[config.mk]
export PLATFORM = sky130hd
export DESIGN_NAME = tick_scheduler
export DESIGN_NICKNAME = d
export VERILOG_FILES = /design/src/rtl/tick_scheduler_pkg.sv /design/src/rtl/tick_channel.sv /design/src/rtl/tick_scheduler.sv
export SDC_FILE = /design/constraint.sdc
export NUM_CORES = 1
export LEC_CHECK = 0
export ABC_AREA = 1
export ABC_CLOCK_PERIOD_IN_PS = 4650
export BUFFER_PORTS_ARGS = -buffer_cell sky130_fd_sc_hd__buf_2
export CAP_MARGIN = 20
export CORE_UTILIZATION = 62
export CTS_BUF_LIST = sky130_fd_sc_hd__clkbuf_2 sky130_fd_sc_hd__clkbuf_4 sky130_fd_sc_hd__clkbuf_8
export CTS_CLUSTER_DIAMETER = 30
export CTS_CLUSTER_SIZE = 14
export DETAILED_ROUTE_END_ITERATION = 6
export PLACE_DENSITY = 0.8
export SLEW_MARGIN = 20
export SYNTH_ARGS = -nofsm -noshare
export SYNTH_HDL_FRONTEND = slang
export SYNTH_SLANG_ARGS = --single-unit
[constraint.sdc]
create_clock -name clk -period 4.65 [get_ports clk]
set_input_delay 1.395 -clock clk [delete_from_list [all_inputs] [get_ports clk]]
set_output_delay 1.395 -clock clk [all_outputs]
set_load 0.02 [all_outputs]
[src/rtl/tick_scheduler_pkg.sv]
// Shared types and constants for the tick scheduler: FSM state encoding,
// channel select codes and reset terminal counts.
package tick_scheduler_pkg;

  typedef enum logic [1:0] {
    IDLE = 2'd0,
    RUN  = 2'd1,
    PEND = 2'd2
  } state_t;

  localparam logic SEL_MOD  = 1'b0;
  localparam logic SEL_CTRL = 1'b1;

  localparam int DEF_CNT_W    = 18;
  localparam int DEF_PER_MOD  = 131071;
  localparam int DEF_PER_CTRL = 262143;

endpackage

[src/rtl/tick_channel.sv]
// One tick channel: period register, free-running counter with terminal
// compare, and a registered single-cycle tick strobe.
module tick_channel #(
  parameter int CNT_W   = 18,
  parameter int PER_DEF = 131071
) (
  input  logic             clk,
  input  logic             rst,
  input  logic             run,
  input  logic             load,
  input  logic [CNT_W-1:0] load_val,
  output logic             tick,
  output logic             at_tc
);

  logic [CNT_W-1:0] r_cnt;
  logic [CNT_W-1:0] r_per;
  logic             r_tick;

  assign at_tc = (r_cnt == r_per);
  assign tick  = r_tick;

  // Period register; a load on a terminal-count edge takes effect from the next period.
  always_ff @(posedge clk or negedge rst) begin
    if (!rst) begin
      r_per <= CNT_W'(PER_DEF);
    end else if (load) begin
      r_per <= load_val;
    end else begin
      r_per <= r_per;
    end
  end

  // Counter and tick; dropping run clears both so a restart begins a full period.
  always_ff @(posedge clk or negedge rst) begin
    if (!rst) begin
      r_cnt  <= {CNT_W{1'b0}};
      r_tick <= 1'b0;
    end else if (!run) begin
      r_cnt  <= {CNT_W{1'b0}};
      r_tick <= 1'b0;
    end else if (at_tc) begin
      r_cnt  <= {CNT_W{1'b0}};
      r_tick <= 1'b1;
    end else begin
      r_cnt  <= r_cnt + CNT_W'(1'b1);
      r_tick <= 1'b0;
    end
  end

endmodule

[src/rtl/tick_scheduler.sv]
// Programmable two-channel clock-enable scheduler: run/config FSM, shadow
// register and config handshake around two tick_channel instances.
module tick_scheduler
  import tick_scheduler_pkg::*;
#(
  parameter int CNT_W        = DEF_CNT_W,
  parameter int PER_MOD_DEF  = DEF_PER_MOD,
  parameter int PER_CTRL_DEF = DEF_PER_CTRL
) (
  input  logic             clk,
  input  logic             rst,
  input  logic             en,
  input  logic             cfg_valid,
  input  logic             cfg_sel,
  input  logic [CNT_W-1:0] cfg_period,
  output logic             cfg_ready,
  output logic             tick_mod,
  output logic             tick_ctrl,
  output logic             busy
);

  state_t           r_state;
  logic [CNT_W-1:0] r_shadow;
  logic             r_shadow_sel;
  logic             r_busy;

  logic             w_accept;
  logic             w_run;
  logic             w_tc_mod;
  logic             w_tc_ctrl;
  logic             w_sel_tc;
  logic             w_apply;
  logic             w_apply_sel;
  logic [CNT_W-1:0] w_apply_val;
  logic             w_load_mod;
  logic             w_load_ctrl;

  assign cfg_ready   = (r_state != PEND);
  assign busy        = r_busy;
  assign w_accept    = cfg_valid && cfg_ready;
  assign w_run       = en && (r_state != IDLE);
  assign w_sel_tc    = (r_shadow_sel == SEL_CTRL) ? w_tc_ctrl : w_tc_mod;
  assign w_load_mod  = w_apply && (w_apply_sel == SEL_MOD);
  assign w_load_ctrl = w_apply && (w_apply_sel == SEL_CTRL);

  // Decide whether a period register is written this edge, and from where.
  always_comb begin
    w_apply     = 1'b0;
    w_apply_sel = r_shadow_sel;
    w_apply_val = r_shadow;
    case (r_state)
      IDLE: begin
        if (w_accept) begin
          w_apply     = 1'b1;
          w_apply_sel = cfg_sel;
          w_apply_val = cfg_period;
        end else begin
          w_apply     = 1'b0;
        end
      end
      RUN: begin
        if (w_accept && !en) begin
          w_apply     = 1'b1;
          w_apply_sel = cfg_sel;
          w_apply_val = cfg_period;
        end else begin
          w_apply     = 1'b0;
        end
      end
      PEND: begin
        if (!en || w_sel_tc) begin
          w_apply = 1'b1;
        end else begin
          w_apply = 1'b0;
        end
      end
      default: begin
        w_apply = 1'b0;
      end
    endcase
  end

  // Run/config FSM with shadow capture and registered busy flag.
  always_ff @(posedge clk or negedge rst) begin
    if (!rst) begin
      r_state      <= IDLE;
      r_shadow     <= {CNT_W{1'b0}};
      r_shadow_sel <= SEL_MOD;
      r_busy       <= 1'b0;
    end else begin
      case (r_state)
        IDLE: begin
          r_state <= en ? RUN : IDLE;
        end
        RUN: begin
          if (!en) begin
            r_state <= IDLE;
          end else if (w_accept) begin
            r_shadow     <= cfg_period;
            r_shadow_sel <= cfg_sel;
            r_busy       <= 1'b1;
            r_state      <= PEND;
          end else begin
            r_state <= RUN;
          end
        end
        PEND: begin
          if (!en || w_sel_tc) begin
            r_busy  <= 1'b0;
            r_state <= en ? RUN : IDLE;
          end else begin
            r_state <= PEND;
          end
        end
        default: begin
          r_busy  <= 1'b0;
          r_state <= IDLE;
        end
      endcase
    end
  end

  tick_channel #(
    .CNT_W   (CNT_W),
    .PER_DEF (PER_MOD_DEF)
  ) u_mod (
    .clk      (clk),
    .rst      (rst),
    .run      (w_run),
    .load     (w_load_mod),
    .load_val (w_apply_val),
    .tick     (tick_mod),
    .at_tc    (w_tc_mod)
  );

  tick_channel #(
    .CNT_W   (CNT_W),
    .PER_DEF (PER_CTRL_DEF)
  ) u_ctrl (
    .clk      (clk),
    .rst      (rst),
    .run      (w_run),
    .load     (w_load_ctrl),
    .load_val (w_apply_val),
    .tick     (tick_ctrl),
    .at_tc    (w_tc_ctrl)
  );

endmodule

==> results of run 1 <==
==> cells in the final DEF, fill, tap and decap left out, types with 3 or more instances in the layout <==
master    count
inv_2        12
dfstp_2      35
o22ai_1       3
nand3_1      57
nor3b_1       6
nand4_1       5
inv_1        70
nand2_4       3
o211ai_1     10
nand2_1     225
clkbuf_8     10
a211oi_1      3
buf_2        25
o21ai_0      51
xor2_1       13
nor2_2        3
dfrtp_1      61
buf_4         6
o21ai_1       5
a21oi_1      10
o221ai_1     14
nor3_1        5
nor2_1       82
xnor2_1      11
==> power by group through the flow <==
stage	logic (µW)	registers, µW	clock network (µW)
finish	775	1310	583
global route	896	1340	618
CTS	766	1310	591
detailed placement	761	1320	0
global placement	722	1310	0
floorplan	604	1270	0
==> how the worst max path moves through the flow <==
stage / from / end / slack, ps / depth (start not counted)
floorplan: en / u_mod.r_per[10] / 2070 / 10
global placement: cfg_valid / u_ctrl.r_per[5] / 1390 / 13
detailed placement: cfg_valid / u_ctrl.r_per[13] / 1270 / 13
CTS: cfg_valid / u_ctrl.r_per[1] / 1650 / 13
global route: cfg_valid / u_ctrl.r_per[0] / 1350 / 13
finish: cfg_valid / u_ctrl.r_per[1] / 1630 / 13
==> metrics by stage <==
stage / cells / hold slack, ps / power (µW)
finish: 853 / 471.6 / 2672
floorplan: 728 / 441.9 / 1875
global placement: 836 / 452.4 / 2033
CTS: 852 / 471.8 / 2667
global route: 853 / 492.9 / 2851
detailed placement: 836 / 456.8 / 2080
==> cell families after synthesis <==
group	Yosys count
xor gates and xnor gates	24
adders and majority gates	2
AOI/OAI and AO/OA	101
and+or+nand+nor	394
DFF	96
buffers and inverters	111
==> synth_stat cells, drive strengths merged, types with 3 or more instances <==
| library cell | n |
|---|---|
| nand2 | 230 |
| nor2 | 85 |
| inv | 82 |
| dfrtp | 61 |
| nand3 | 57 |
| o21ai | 56 |
| dfstp | 35 |
| clkbuf | 16 |
| o221ai | 14 |
| xor2 | 13 |
| buf | 12 |
| xnor2 | 11 |
| a21oi | 10 |
| o211ai | 10 |
| nor3 | 6 |
| nor3b | 6 |
| nand4 | 5 |
| a211oi | 3 |
| o22ai | 3 |
| or2 | 3 |
==> sequential cells by signal, summed over array words and instances (netlist names) <==
register,count
u_ctrl.tick,1
busy,1
r_shadow_sel,1
u_ctrl.r_cnt,18
r_state,2
r_shadow,18
u_mod.r_cnt,18
u_mod.tick,1
u_ctrl.r_per,18
u_mod.r_per,18
==> critical path: stages <==
cell and delay (ps):
buf_2 130, nand2_4 90, inv_2 360, nand2_1 120
nand2_1 90, o211ai_1 80, o21ai_1 110, o21ai_1 70
buf_4 200, inv_2 270, nand2_4 190, nand2_1 120
nand2_1 70
==> layer usage <==
metal	global-route usage, %	part of all wire (%)	vias up
li1	-	-	2359
met1	42.04	46	2252
met2	44.52	45	145
met3	3.748	5.4	33
met4	14.27	3.3	0
met5	0	0	-
==> layout make-up <==
cell class | instances | area, µm²
clock inverter | 5 | 63.81
sequential | 96 | 2446
inverter | 83 | 311.5
clock buffer | 11 | 145.1
multi-input combinational | 521 | 2494
fill | 699 | 2551
tap | 105 | 131.4
timing repair buffer | 32 | 197.7
==> results.txt, run 1 <==
The flow ran to the end, and the final reports show no timing, DRC or antenna violations. The biggest area contributor in the post-synthesis netlist is dfrtp_1. The capture instance of the worst register-to-register path is u_mod.r_per[17]. The data arrival time of the worst path is 3320 ps. The startpoint identified for the worst hold timing path is u_ctrl.r_per[8]. The share of the synthesized area in compound gates (AO/OA/AOI/OAI) is 11.24%. The number of hold violations in the final report came out at 0. The number of buffers created by CTS is 9.

The overall die height came out at 95.32 µm. The end of the worst hold path is u_ctrl.r_per[8]. Global routing consumed, over all layers together, 29.49% of the routing resources. The standard-cell row count came out at 33. By area the synthesized netlist is led by dfrtp_1 (28%), dfstp_2 (17%), nand2_1 (16%). The final wirelength is 12290 µm. The number of cells on the worst reg-to-reg path is 13. The number of hold buffers added after cts is 0. The HPWL after detailed placement came out at 8582 µm. The largest family of logic cells by synthesized area is simple AND/OR/NAND/NOR gates. The initial cell density of the core came out at 64.73%. In this run the worst hold path is classified as flip-flop to flip-flop. The library cell used as clock root buffer is clkbuf_8. The share of post-route cells with drive strength above 1 is 14.17%. The number of nets handed over by synthesis was 753.

The clock passes through at most 2 buffers. The final antenna diode count is 0. The post-cts gate resize count is 0. The number of global-route vias before repair is 4319. The remaining global-route overflow came out at 0.

The worst setup path is captured at a flip-flop. The post-synthesis xor/xnor area fraction is 3.893%. The top cell type by area accounts for 28.27% of the synthesized area. The number of buffers inserted to repair setup after CTS is 0. The count of flip-flops with a built-in enable after synthesis came out at 0. The floorplan step defined a core boundary enclosing 8341 µm². The tool flagged a number of max-cap violations equal to 0. The post-synthesis async set-or-reset flop share is 100.0%. The mean routed wirelength per cell came out at 14.41 µm.

The number of vias per cell after detailed routing is 5.614. Across all setup checks in the final design, the least slack found is 1633 ps. The maximum fanout count along the critical path came out at 33. The violation count after the first detailed-route iteration came out at 347. The upper clock frequency limit is 331.5 MHz. The net count of the finished layout is 768.

The share of synthesized area occupied by flip-flops and latches came out at 45.31%. The number of I/O port buffers is 26. The initial antenna violation count came to 0. The synthesis-to-finish area growth is 7.231%. The final count of pins violating max slew came out at 0. The final RePlAce weighted congestion came out at 0.8475. The element type at the critical path start is an input port.

At the later pin of the worst-skew pair, clock insertion delay measures 380 ps. The worst IR drop on VDD is 0.2268 mV. The final-layout setup total negative slack is 0 ps. The count of different cell masters after synthesis is 38. For this run, the leading register cell type out of synthesis is dfrtp_1. The flip-flop and latch count after synthesis is 96. In this run the power spent charging and discharging nets is 966.2 µW. The number of setup violations in the final report came out at 0. The minimum setup slack after placement came out at 1273 ps.

The iteration count of the initial detailed-routing pass is 6. The I/O pin total is 27. The design internal power is 1706 µW. The mux share of post-synthesis cell area is 0%.

The post-synthesis adder-cell area fraction came out at 0.4635%. The die area came out at 9085 µm². The worst register-to-register path begins at u_mod.r_per[10].

For this design the ratio of total power to cell area is 461.5 nW/µm². The DRC violation count after routing is 0. The TritonCTS clock tree is built.

Clock-pin slew was measured on the worst setup and hold paths at 100 ps. The area of placed instances came out at 5553 µm². The setup path with the least slack is of type input port to flip-flop. Data on the critical path is required at its endpoint by 4950 ps.

The worst hold path stage count came out at 2. Entering global routing, the biggest net connects 78 pins. The total number of vias is 4789. Setup repair after global routing left no endpoint under its margin. The fraction of power spent switching nets is 36.16%. The slack of the worst reg-to-reg path is 2080 ps. The clock network power share is 21.8%. The H-tree was split into 3 levels.

In this run the horizontal extent of the chip is 95.32 µm. The clock tree skew after final layout came out at 16.42 ps. The detail route stage leaves a number of antenna-violating nets equal to 0. The mapped cell area is 5399 µm². The final critical path takes up 64.88% of the cycle. During synthesis, Yosys emitted a total of 0 warnings. The leakage power figure is 0.002733 µW.

The finished cells cover 5789 µm². The synthesized-area fraction occupied by and/or/nand/nor cells came out at 30.59%. The gate count of the mapped netlist is 728. Sequential cells burn 49.2% of the power. The average cell area after synthesis came out at 7.416 µm². The first global-routing pass estimated 20360 µm of wire. The minimum clock period came out at 3017 ps. The max-slew headroom at the worst pin came out at 34.04%. Once layout is complete, the utilization of the core stands at 69.41%. The clock sink count came out at 96. The measured slew at the worst slew-check pin is 988.3 ps. Combinational logic burns 29.0% of the power.
Power figures use the tool's default switching activity.
==> run 2, diff against run 1 <==
--- a/config.mk
+++ b/config.mk
@@ -6,7 +6,7 @@
 export NUM_CORES = 1
 export LEC_CHECK = 0
 export ABC_AREA = 1
-export ABC_CLOCK_PERIOD_IN_PS = 4650
+export ABC_CLOCK_PERIOD_IN_PS = 2800
 export BUFFER_PORTS_ARGS = -buffer_cell sky130_fd_sc_hd__buf_2
 export CAP_MARGIN = 20
 export CORE_UTILIZATION = 62
==> constraint.sdc (replaced) <==
create_clock -name clk -period 2.8 [get_ports clk]
set_input_delay 0.84 -clock clk [delete_from_list [all_inputs] [get_ports clk]]
set_output_delay 0.84 -clock clk [all_outputs]
set_load 0.02 [all_outputs]
==> run 2 against run 1 <==
Effect of this change: first-iteration DRC count fell by 6.3%; via count is 1.3% higher; cell count rose by 0.70%; routed wire length up 5.0%; clock skew decreased by 6.3 ps; register-to-register slack got worse by 1600 ps.
==> results.txt, run 2 (same netlist as run 1, synthesis figures left out) <==
The run finished with clean final reports. The mean routed wirelength per cell is 15.02 µm. The number of vias per cell after detailed routing came out at 5.648. The element type at the critical path start is a flip-flop. The post-cts gate resize count came out at 0. The count of nets left with antenna violations after detail routing came out at 0. Detailed routing inserted a total of 4852 vias. The upper clock frequency limit came out at 430.3 MHz. Setup repair after global routing left no endpoint under its margin. Summed over all cells, the static leakage comes to 0.002774 µW. The H-tree depth reported by CTS is 3. The data arrival time of the worst path came out at 2650 ps.

The latest clock arrival within the worst-skew pair is 370 ps. The initial antenna violation count came out at 0. The DRC violation count after routing is 0.

The total non-filler cell area in the finished layout came out at 5852 µm². The worst setup path is of the flip-flop to flip-flop kind. The wire length of the first global-routing pass came out at 21460 µm. The final design utilization came out at 70.16%. The critical path starts at u_mod.r_per[13]. The overall die height is 95.32 µm. Clock-pin slew was measured on the worst setup and hold paths at 100 ps. Once layout is complete, the cells apart from fillers number 859. The minimum clock period came out at 2324 ps. Row generation in the floorplan step produced 33 rows. The area of placed instances is 5618 µm². The max-capacitance violation count is 0. At the pin with the least slew margin, the transition time is 677.9 ps. The floorplan step set the die width to 95.32 µm. The iteration count of the initial detailed-routing pass is 6. The TritonCTS clock tree is built. The remaining global-route overflow is 0. STA classifies the critical path endpoint as a flip-flop. The worst IR drop on VDD came out at 0.4868 mV. The number of buffers created by CTS came out at 9. The number of placed instances, taps included came out at 843.

The worst register-to-register path has a setup slack of 480 ps. The worst register-to-register path has a depth of 13. The final wirelength is 12910 µm. In this run the tightest slew margin relative to its limit is 54.76%.

The number of global-route vias before repair came out at 4493. The final RePlAce weighted congestion came out at 0.8927. The final count of pins violating max slew came out at 0. Entering global routing, the biggest net connects 44 pins. The clock arrives with 10.15 ps of skew. During I/O placement, the number of pins put on the boundary was 27.

Leaving out fill and tap cells, the most frequent cell in the layout is nand2_1. The total global-route track usage came out at 31.07%. STA puts the critical path data required time at 3120 ps. The number of hold buffers added after cts is 0. The count of buffers added on input and output ports is 26. The post-route clock period utilization is 83.01%. The endpoint identified for the worst register-to-register timing path is u_mod.r_per[16]. The final-layout setup total negative slack is 0 ps. The synthesis-to-finish area growth is 8.389%.

The number of setup violations in the final report came out at 0. The maximum fanout count along the critical path is 19. The top cell types in the final layout, fill and taps aside, are nand2_1 (225), nor2_1 (82), inv_1 (70).

The tightest min-delay check is of the input port to async pin type. The initial cell density of the core is 64.73%. The cell sitting at the root of the clock tree is a clkbuf_8. The launch instance of the worst register-to-register path is u_mod.r_per[13]. The post-route worst hold slack came out at 386.6 ps.

The violation count after the first detailed-route iteration is 325. The clock sink count came out at 96. The die area came out at 9085 µm².

The number of hold violations in the final report came out at 0. The HPWL after detailed placement came out at 9128 µm. The final net count is 774. The number of buffers inserted to repair setup after CTS came out at 0. The power density over cell area is 781.0 nW/µm².

The number of buffers between clock root and the deepest sink is 2. The core region area is 8341 µm². Of the cells placed in the final design, the portion with a size suffix greater than 1 is 14.85%. The critical path capture point is u_mod.r_per[16]. The final antenna diode count came out at 0.
run 2: per-layer routing:
layer,up-vias,global-route usage (%),wire length (µm)
met3,33,4.864,853
met5,-,0,0
met4,0,9.975,320
met2,186,50.12,6009
li1,2372,-,-
met1,2261,42.96,5722
run 2: metrics by stage:
step           worst slack (ps)  total power, µW
6_report                  475.9             4570
3_5_place_dp              308.6             3488
5_1_grt                   291.7             4863
3_3_place_gp              392.4             3425
2_1_floorplan             773.6             3113
4_1_cts                   529.0             4556
run 2: worst max-delay path: stages (launching register included):
cell     delay, ps
dfstp_2        570
inv_1           40
nand2_1         50
nand2_1         60
nor2_1         150
nand2_1         70
nor2_1         140
nand4_1        190
nand3_1        160
nand2_1         70
nand2_2        310
buf_4          260
nand3_1        110
nand2_1        100
run 2: report_power, final:
part / leakage, µW / internal [µW] / switching [µW]
combinational: 0.00147 / 472 / 837
sequential: 0.00118 / 1910 / 282
clock: 0.000119 / 548 / 517
total: 0.00277 / 2930 / 1640
run 2: layout make-up:
type	instances	area, µm²
Clock buffer	11	145.1
Timing Repair Buffer	38	235.2
Tap cell	105	131.4
Multi-Input combinational cell	521	2494
Sequential cell	96	2446
Clock inverter	5	88.84
Inverter	83	311.5
Fill cell	676	2489
run 2: worst min-delay path by stage:
stage / startpoint / end / slack (ps) / depth (start not counted)
after floorplan: u_ctrl.r_per[7] / u_ctrl.r_per[7] / 440 / 2
after global placement: u_ctrl.r_per[8] / u_ctrl.r_per[8] / 460 / 2
after detailed placement: u_ctrl.r_per[8] / u_ctrl.r_per[8] / 460 / 2
after CTS: rst / u_mod.r_cnt[2] / 400 / 1
after global routing: rst / u_mod.r_cnt[2] / 410 / 1
final: rst / u_mod.r_cnt[2] / 390 / 1
==> run 3, diff against run 2 <==
--- a/config.mk
+++ b/config.mk
@@ -6,7 +6,7 @@
 export NUM_CORES = 1
 export LEC_CHECK = 0
 export ABC_AREA = 1
-export ABC_CLOCK_PERIOD_IN_PS = 2800
+export ABC_CLOCK_PERIOD_IN_PS = 2300
 export BUFFER_PORTS_ARGS = -buffer_cell sky130_fd_sc_hd__buf_2
 export CAP_MARGIN = 20
 export CORE_UTILIZATION = 62
==> constraint.sdc (replaced) <==
create_clock -name clk -period 2.3 [get_ports clk]
set_input_delay 0.69 -clock clk [delete_from_list [all_inputs] [get_ports clk]]
set_output_delay 0.69 -clock clk [all_outputs]
set_load 0.02 [all_outputs]
==> run 3 against run 2 <==
Effect of this change: clock power is essentially flat; sequential power rose by 21%; clock-buffer cell count unchanged; fmax is 13% higher.
==> results.txt, run 3 (same netlist as run 1, synthesis figures left out) <==
The number of antenna diodes in the final layout is 0. The die area is 9085 µm². The final-layout fill cell count is 695.

STA classifies the critical path startpoint as a flip-flop. The area of the multi-input gates came out at 2499 µm². Of the cells placed in the final design, the portion with a size suffix greater than 1 is 15.86%. The sequential cell area in the final layout is 2446 µm². The clock sink count is 96.

The CTS clock-pin slew for the worst setup and hold paths is 90 ps. STA classifies the critical path endpoint as a flip-flop. The HPWL after detailed placement came out at 9155 µm. In the final routed layout, each cell accounts on average for 14.32 µm. The minimum clock period is 2052 ps. The cell that appears most often on the critical path is nand2_1.

Setup violations remaining at the end of the flow were counted as 0. After detailed routing, the number of remaining DRC violations is 0. The number of hold violations in the final report is 0. VDD sags by at most 0.5317 mV. The wire length of the first global-routing pass came out at 20770 µm. The routed design has 12430 µm of wire. The synthesis-to-finish area growth is 8.969%. Summed over all layers, the global routing overflow is 0.

The minimum setup slack after placement is 104.7 ps. The total global-route track usage came out at 29.71%. The latest clock arrival within the worst-skew pair is 370 ps.

The critical-path cell with the highest stage delay is dfstp_2. The initial antenna violation count is 0. The count of nets left with antenna violations after detail routing came out at 0. The die span in x is 95.32 µm. The leakage power figure came out at 0.002792 µW.

The required time reported for the critical path endpoint came out at 2600 ps. The final count of pins violating max slew came to 0. The final route contains 4906 vias. The number of I/O port buffers came out at 26. The tool flagged a number of max-cap violations equal to 0. The core region area is 8341 µm². The first routing iteration left 334 violations. The number of vias per cell after detailed routing is 5.652.

The run finished with clean final reports. The overall die height came out at 95.32 µm. The final RePlAce weighted congestion is 0.9956. The number of setup buffers added after CTS is 0. The floorplan has 33 rows. The TritonCTS clock tree is built. The worst hold path belongs to the class input port to async pin. For this run, the slowest stage of the critical path takes 560 ps. The initial utilization of the core area, before any placement, comes to 64.73%. The maximum fanout count along the critical path came out at 10. In the layout the commonest cells are nand2_1 (225), nor2_1 (82), inv_1 (70).

Leaving out fill and tap cells, the most frequent cell in the layout is nand2_1. The final-layout setup total negative slack came out at 0 ps. The max-slew headroom at the worst pin is 67.18%. The H-tree depth reported by CTS is 3. Clock tree synthesis selected as its root buffer the cell clkbuf_8. The I/O pin total came out at 27. The data arrival time of the worst path is 2360 ps. In this run the power density over the cells is 901.7 nW/µm². The worst path meets setup with 248.3 ps of slack. The iteration count of the initial detailed-routing pass is 5.

Setup repair after global routing left no endpoint under its margin. For the pin with the worst max-slew slack, the measured transition is 490.2 ps. The post-route clock period utilization came out at 89.20%.

The number of global-route vias before repair came out at 4468. The number of buffers between clock root and the deepest sink is 2. The upper clock frequency limit came out at 487.4 MHz.

The final net count came out at 783. The largest net degree at the start of global routing came out at 49. Across the routed clock network, the largest skew measured is 14.84 ps. The worst setup path is of the flip-flop to flip-flop kind.

Walking the worst path, the cells encountered are inv_1 > nand2_1 > nand2_1 > nor2_1 > nand2_1 > nor2_1 > nand4_1 > nand3_1 > nand2_1 > nand2_4 > buf_4 > nand3_1 > nand2_1. The number of buffers created by CTS came out at 9.
[run 3: cell count changes in the layout (fill, tap and decap cells not counted), sizes merged]
cell      change
clkinvlp      +2
bufinv        -2
buf           +9
[run 3: path summary, 6_finish.rpt]
check                                start                to  slack, ps  depth (start not counted)
max                        u_mod.r_per[16]  u_ctrl.r_per[16]        250                         13
min                                    rst    u_mod.r_cnt[5]        150                          1
max reg2reg                u_mod.r_per[16]  u_ctrl.r_per[16]        250                         13
min reg2reg                u_ctrl.r_per[0]   u_ctrl.r_per[0]        470                          2
max in group asynchronous              rst  u_ctrl.r_per[16]       1590                          2
min in group clk           u_ctrl.r_per[0]   u_ctrl.r_per[0]        470                          2
[run 3: timing repair]
| item | in CTS | in global routing |
|---|---|---|
| endpoints found under the hold margin | 0 | 0 |
| gates resized for setup | 0 | 1 |
| hold buffers | 0 | 0 |
| endpoints found under the setup margin | 0 | 2 |
[run 3: per-stage QoR]
stage / hold WS, ps / area [µm²] / util [%] / total power (µW) / instances
2_1_floorplan: 394.4 / 5399 / - / 3790 / 728
3_3_place_gp: 451.7 / 5698 / 68.32 / 4175 / 852
3_5_place_dp: 458.8 / 5698 / 68.32 / 4264 / 852
4_1_cts: 154.9 / 5878 / 70.48 / 5301 / 868
5_1_grt: 151.5 / 5883 / 70.54 / 5685 / 868
6_report: 154.8 / 5883 / 70.54 / 5305 / 868
[run 3: area by class of cell]
cell class | instances | share of cell area (%)
repair buffers | 47 | 5.359
well taps | 105 | 2.233
clock buffers | 11 | 2.361
multi-input cells | 521 | 42.47
clock inverters | 5 | 0.7018
flip-flops and latches | 96 | 41.58
inverters | 83 | 5.296
[run 3: layer usage]
metal  wire [µm]  track usage [%]  share of wire, %  up-vias
li1            -                -                 -     2387
met1        5507            41.55                44     2300
met2        5734            46.07                46      187
met3         794            4.226               6.4       32
met4         393            12.88               3.2        0
met5           0                0                 0        -
[run 3: power by group]
part / internal, µW / leakage (µW) / switching, µW
Sequential: 2330 / 0.00118 / 328
Clock: 425 / 0.0000870 / 601
Combinational: 599 / 0.00152 / 1020
[run 3: critical path: cells and delay by family (launching register included)]
| kind | cells | cell delay (ps) |
|---|---|---|
| buffers and inverters | 2 | 230 |
| flip-flops | 1 | 560 |
| AND/OR/NAND/NOR | 11 | 1210 |
